File: src/rtl/motor_pkg.sv
// Shared definitions for the motor sequencing block: timer state codes,
// default timer sizing and the motor option codes used by the motor FSM.
package motor_pkg;

  localparam logic [1:0] IDLE = 2'b00;
  localparam logic [1:0] RUN  = 2'b01;
  localparam logic [1:0] DONE = 2'b10;

  localparam int DEF_PRESCALE = 50000;  // 1 ms per tick at 50 MHz
  localparam int DEF_CNT_W    = 16;

  typedef enum logic [1:0] {
    OPT_NONE      = 2'b00,
    OPT_REVERSE   = 2'b01,
    OPT_BRAKE     = 2'b10,
    OPT_SOFTSTART = 2'b11
  } motor_opt_e;

endpackage

File: src/rtl/motor_delay_timer_tick_gen.sv
// Prescaler for the delay timer: counts 0..PRESCALE-1 while enabled and
// flags the wrap cycle as a one-cycle tick.
module tick_gen #(
  parameter int PRESCALE = 1
) (
  input  logic clk,
  input  logic rst_n,
  input  logic clear,
  input  logic enable,
  output logic tick
);

  localparam int W = (PRESCALE > 1) ? $clog2(PRESCALE) : 1;
  localparam logic [W-1:0] LAST = W'(PRESCALE - 1);

  logic [W-1:0] cnt;

  assign tick = enable && !clear && (cnt == LAST);

  // NOTE: sequential state always uses <= so every register sees pre-edge values.
  always_ff @(posedge clk) begin
    if (!rst_n) begin
      cnt <= '0;
    end else if (clear) begin
      cnt <= '0;
    end else if (enable) begin
      cnt <= (cnt == LAST) ? '0 : cnt + W'(1);
    end
  end

endmodule

File: src/rtl/motor_delay_timer.sv
// Programmable delay timer feeding dly_finished to the motor FSM.
// Define DLY_STICKY_DONE_EN to hold dly_finished until start or cancel.
module motor_delay_timer
  import motor_pkg::*;
#(
  parameter int PRESCALE = DEF_PRESCALE,
  parameter int CNT_W    = DEF_CNT_W
) (
  input  logic             clk,
  input  logic             rst_n,
  input  logic             start,
  input  logic             cancel,
  input  logic [CNT_W-1:0] dly_len,
  output logic             busy,
  output logic             dly_finished,
  output logic [CNT_W-1:0] remaining
);

  logic [1:0]       state, state_nxt;
  logic [CNT_W-1:0] count, count_nxt;
  logic             accept, tick, fin_nxt;

  // start is only honoured when no delay is counting and cancel is not asserted
  assign accept = ((state == IDLE) || (state == DONE)) && start && !cancel;

  tick_gen #(.PRESCALE(PRESCALE)) u_tick_gen (
    .clk    (clk),
    .rst_n  (rst_n),
    .clear  (accept),
    .enable (state == RUN),
    .tick   (tick)
  );

  // NOTE: every always_comb output gets a default first so no path infers a latch.
  always_comb begin
    state_nxt = state;
    count_nxt = count;
    case (state)
      IDLE, DONE: begin
        if (accept) begin
          count_nxt = dly_len;
          state_nxt = (dly_len == '0) ? DONE : RUN;
        end else begin
`ifdef DLY_STICKY_DONE_EN
          if (cancel) state_nxt = IDLE;
`else
          state_nxt = IDLE;
`endif
        end
      end
      RUN: begin
        if (cancel) begin
          state_nxt = IDLE;
          count_nxt = '0;
        end else if (tick) begin
          count_nxt = count - CNT_W'(1);
          if (count == CNT_W'(1)) state_nxt = DONE;
        end
      end
      default: begin
        state_nxt = IDLE;
        count_nxt = '0;
      end
    endcase
  end

`ifdef DLY_STICKY_DONE_EN
  assign fin_nxt = (state == DONE) && !start && !cancel;
`else
  assign fin_nxt = (state == DONE);
`endif

  // busy and dly_finished are registered copies of the state, one cycle behind it
  always_ff @(posedge clk) begin
    if (!rst_n) begin
      state        <= IDLE;
      count        <= '0;
      busy         <= 1'b0;
      dly_finished <= 1'b0;
    end else begin
      state        <= state_nxt;
      count        <= count_nxt;
      busy         <= (state == RUN);
      dly_finished <= fin_nxt;
    end
  end

  assign remaining = count;

endmodule
File: config.mk
export PLATFORM = sky130hd
export DESIGN_NAME = motor_delay_timer
export DESIGN_NICKNAME = d
export VERILOG_FILES = /design/src/rtl/motor_pkg.sv /design/src/rtl/motor_delay_timer_tick_gen.sv /design/src/rtl/motor_delay_timer.sv
export SDC_FILE = /design/constraint.sdc
export NUM_CORES = 1
export LEC_CHECK = 0
export BUFFER_PORTS_ARGS = -buffer_cell sky130_fd_sc_hd__buf_2
export CORE_MARGIN = 5
export CORE_UTILIZATION = 25
export CTS_CLUSTER_DIAMETER = 100
export DETAILED_ROUTE_END_ITERATION = 10
export PLACE_DENSITY = 0.52
export RECOVER_POWER = 25
export SETUP_SLACK_MARGIN = 0.5
export SLEW_MARGIN = 30
export SYNTH_ARGS = -nofsm -noshare
export SYNTH_HDL_FRONTEND = slang
export SYNTH_SLANG_ARGS = --single-unit
File: constraint.sdc
create_clock -name clk -period 5 [get_ports clk]
set_input_delay 1 -clock clk [delete_from_list [all_inputs] [get_ports clk]]
set_output_delay 1 -clock clk [all_outputs]
set_load 0.005 [all_outputs]
==> flow_summary.ini <==
[place]
routabilityCongestion = 0.781
portBuffers = 37
dpl_cell_area_sq_um = 2280
dp_hpwl_mm = 4.09
place_inst = 364

[timing]
fmax_mhz = 416
slew_headroom_pct = 50.5
period_needed_ns = 2.40
hold_viol = 0
clock_skew_ns = 0.00631
rsz0062_at_grt = false
slew_viol_final = 0
worstMarginPinSlew_ns = 0.740
finalCritPeriodShare_pct = 48.1
tns_ns = 0
setup_viol = 0

[route]
drtIter0Drc = 90
topRoutingLayerUsed = met4
wl_mm = 5.35
drcViolationCount = 0
via_count = 1837
dr.pass1.iters = 4
routedWlPerCell_um = 14.4
wl_met2_mm = 2.37
avgViaCountPerCell = 4.94
routedLengthMet1_mm = 2.51
wl_met3_um = 392
drtAntennaViolNets = 0

[grt]
grt_max_degree = 17
overflow = 0
grt_pass1_wl_mm = 8.92
antenna_found_initial = 0
grt_pass1_vias = 1745
track_usage_pct = 11.2

[yosys]
yosys_warnings = 0
synth_xor_area_share_pct = 8.29
netlist_instances = 233
ys_ff_latch = 36
synthArstFlopShare_pct = 0
synthSimpleGateAreaFrac_pct = 32.5
synth_edf_count = 0
synthMuxAreaShare_pct = 2.49
synth_cell_type_count = 49
synth_compound_area_share_pct = 15.3
syn_area_per_cell_sq_um = 8.62
ys_seq_area_share_pct = 35.9
syn-num-nets = 256
synthAdderAreaFrac_pct = 1.87
synth_flop_cell = dfxtp_1
netlist_area_sq_um = 2010
synth_top_family_by_area = simple AND/OR/NAND/NOR gates

[power]
p_clk_share_pct = 47.7
finalPower_uw = 764
pwr-share-comb_pct = 12.0
p_seq_share_pct = 40.3
p_int_uw = 582
netSwitchingPower_uw = 182
ir_drop_mv = 0.103
switching_share_pct = 23.9
powerDensity_nw_per_um2 = 314
leakagePower_uw = 0.000957

[layout]
drive_gt1_share_pct = 18.9
diodes = 0
area_delta_synth_final_pct = 21.1
final_nets = 292
fill_cells = 848
finish.instance_area_sq_um = 2430
instances_no_fill = 372

[run]
drv_cap = 0

[setup_path]
critPathCaptureType = flip-flop
start_kind = input pin
worstPathRequired_ns = 5.24
critPathKind = input pin to flip-flop
path_max_fanout = 13
cp.arrival_ns = 2.65

[clock_tree]
postCtsSetupRepairBufs = 0
clk_path_buf_depth = 2
clk_pin_slew_ns = 0.08
cts_tree = yes
cts-resized-gates = 0
h-tree-depth = 2
cts_made_buffers = 5
clock_latency_ns = 0.29
cts_root_buf = clkbuf_8
cts_hold_buf = 0
clock-sinks = 36

[floorplan]
die_w_um = 99.6
initial_core_util_pct = 25.9
ioPinCount = 38
dieArea_sq_um = 9930
row_count = 32
core_sq_um = 7770
die_h_um = 99.6

[outcome]
status = finished, final reports clean

[min_path]
holdCritPathClass = flip-flop to flip-flop
==> power groups by stage <==
| stage | combinational (uW) | clock, uW | sequential, uW |
|---|---|---|---|
| floorplan | 59.4 | 0 | 312 |
| global placement | 92.7 | 0 | 315 |
| detailed placement | 91.4 | 0 | 315 |
| CTS | 91.8 | 369 | 308 |
| global route | 102 | 381 | 310 |
| finish | 91.4 | 365 | 308 |
==> flip-flops by register name, summed over array words and instances (netlist names) <==
| register | flops |
|---|---|
| dly_finished | 1 |
| state | 2 |
| u_tick_gen.cnt | 16 |
| remaining | 16 |
| busy | 1 |
==> cells by family (layout without fill, tap and decap cells) <==
logic type	after synthesis	after routing
simple gates	110	110
fa+ha+maj	3	3
mux	5	5
buf+inv	16	53
compound gates	44	44
xor+xnor	19	19
flops	36	36
==> synthesized netlist by cell type (4+ instances only) <==
master    n  area (sq um)
nand2_1  20          75.1
nor2_1   28           105
o21ai_0  11          55.1
nand3_1   6          30.0
nor3_1    8          40.0
dfxtp_1  36           721
inv_1     8          30.0
nor4_1   10          62.6
nand4_1   5          31.3
xor2_1   11          96.3
o22ai_1   4          25.0
xnor2_1   8          70.1
a221o_1   4          40.0
a21oi_1   6          30.0
buf_2     4          20.0
and2_1    4          25.0
mux2i_1   5          50.1
==> critical path, stage by stage <==
cell     delay, ns
buf_2         0.12
nor3b_1       0.48
nand2_1       0.43
o21ai_0       0.41
a221o_1       0.20
==> layout by cell type (no fill, tap or decap), drive strengths merged, types with 2 or more instances in the layout <==
cell,netlist,final
a22o,4,4
a21o,3,3
or3,3,3
and2,5,5
nor2,28,28
and3,2,2
nor3,8,8
inv,8,8
o2bb2ai,3,3
a21oi,6,6
ha,3,3
nand4,6,6
mux2i,5,5
clkbuf,2,9
nand2,21,21
nor2b,3,3
xor2,11,11
a221o,4,4
o21ai,11,11
nand3,6,6
nor4,13,13
xnor2,8,8
dfxtp,36,36
buf,6,33
bufinv,0,3
o21a,2,2
nand2b,3,3
o32ai,2,2
nand4b,2,2
and4,3,3
o22ai,4,4
==> worst paths after layout <==
kind                            from                  to  slack (ns)  depth (start not counted)
setup / recovery              cancel        remaining[0]        2.60                          5
hold / removal    u_tick_gen.cnt[15]  u_tick_gen.cnt[15]        0.53                          2
setup reg to reg   u_tick_gen.cnt[0]        remaining[7]        2.74                          6
hold reg to reg   u_tick_gen.cnt[15]  u_tick_gen.cnt[15]        0.53                          2
==> cell type report <==
cell class	instances	area (sq um)	share of cell area [%]
inverters	8	30.0	1.23
clock buffers	5	68.8	2.83
multi-input cells	181	1210	49.9
clock inverters	3	90.1	3.70
flip-flops and latches	36	721	29.6
well taps	102	128	5.25
repair buffers	37	180	7.41
==> per-layer routing <==
layer	GRT usage [%]	vias to the layer above
met3	3.44	6
met2	16.7	37
met4	3.78	0
li1	-	919
met5	0	-
met1	15.4	875
==> stage by stage <==
step                setup WS [ns]  hold WS, ns  utilization, %
global route                 2.53        0.558            31.3
floorplan                    2.95        0.471               -
global placement             2.43        0.493            29.3
CTS                          2.64        0.530            31.4
finish                       2.60        0.529            31.3
detailed placement           2.32        0.516            29.3
Power figures use the tool's default switching activity.
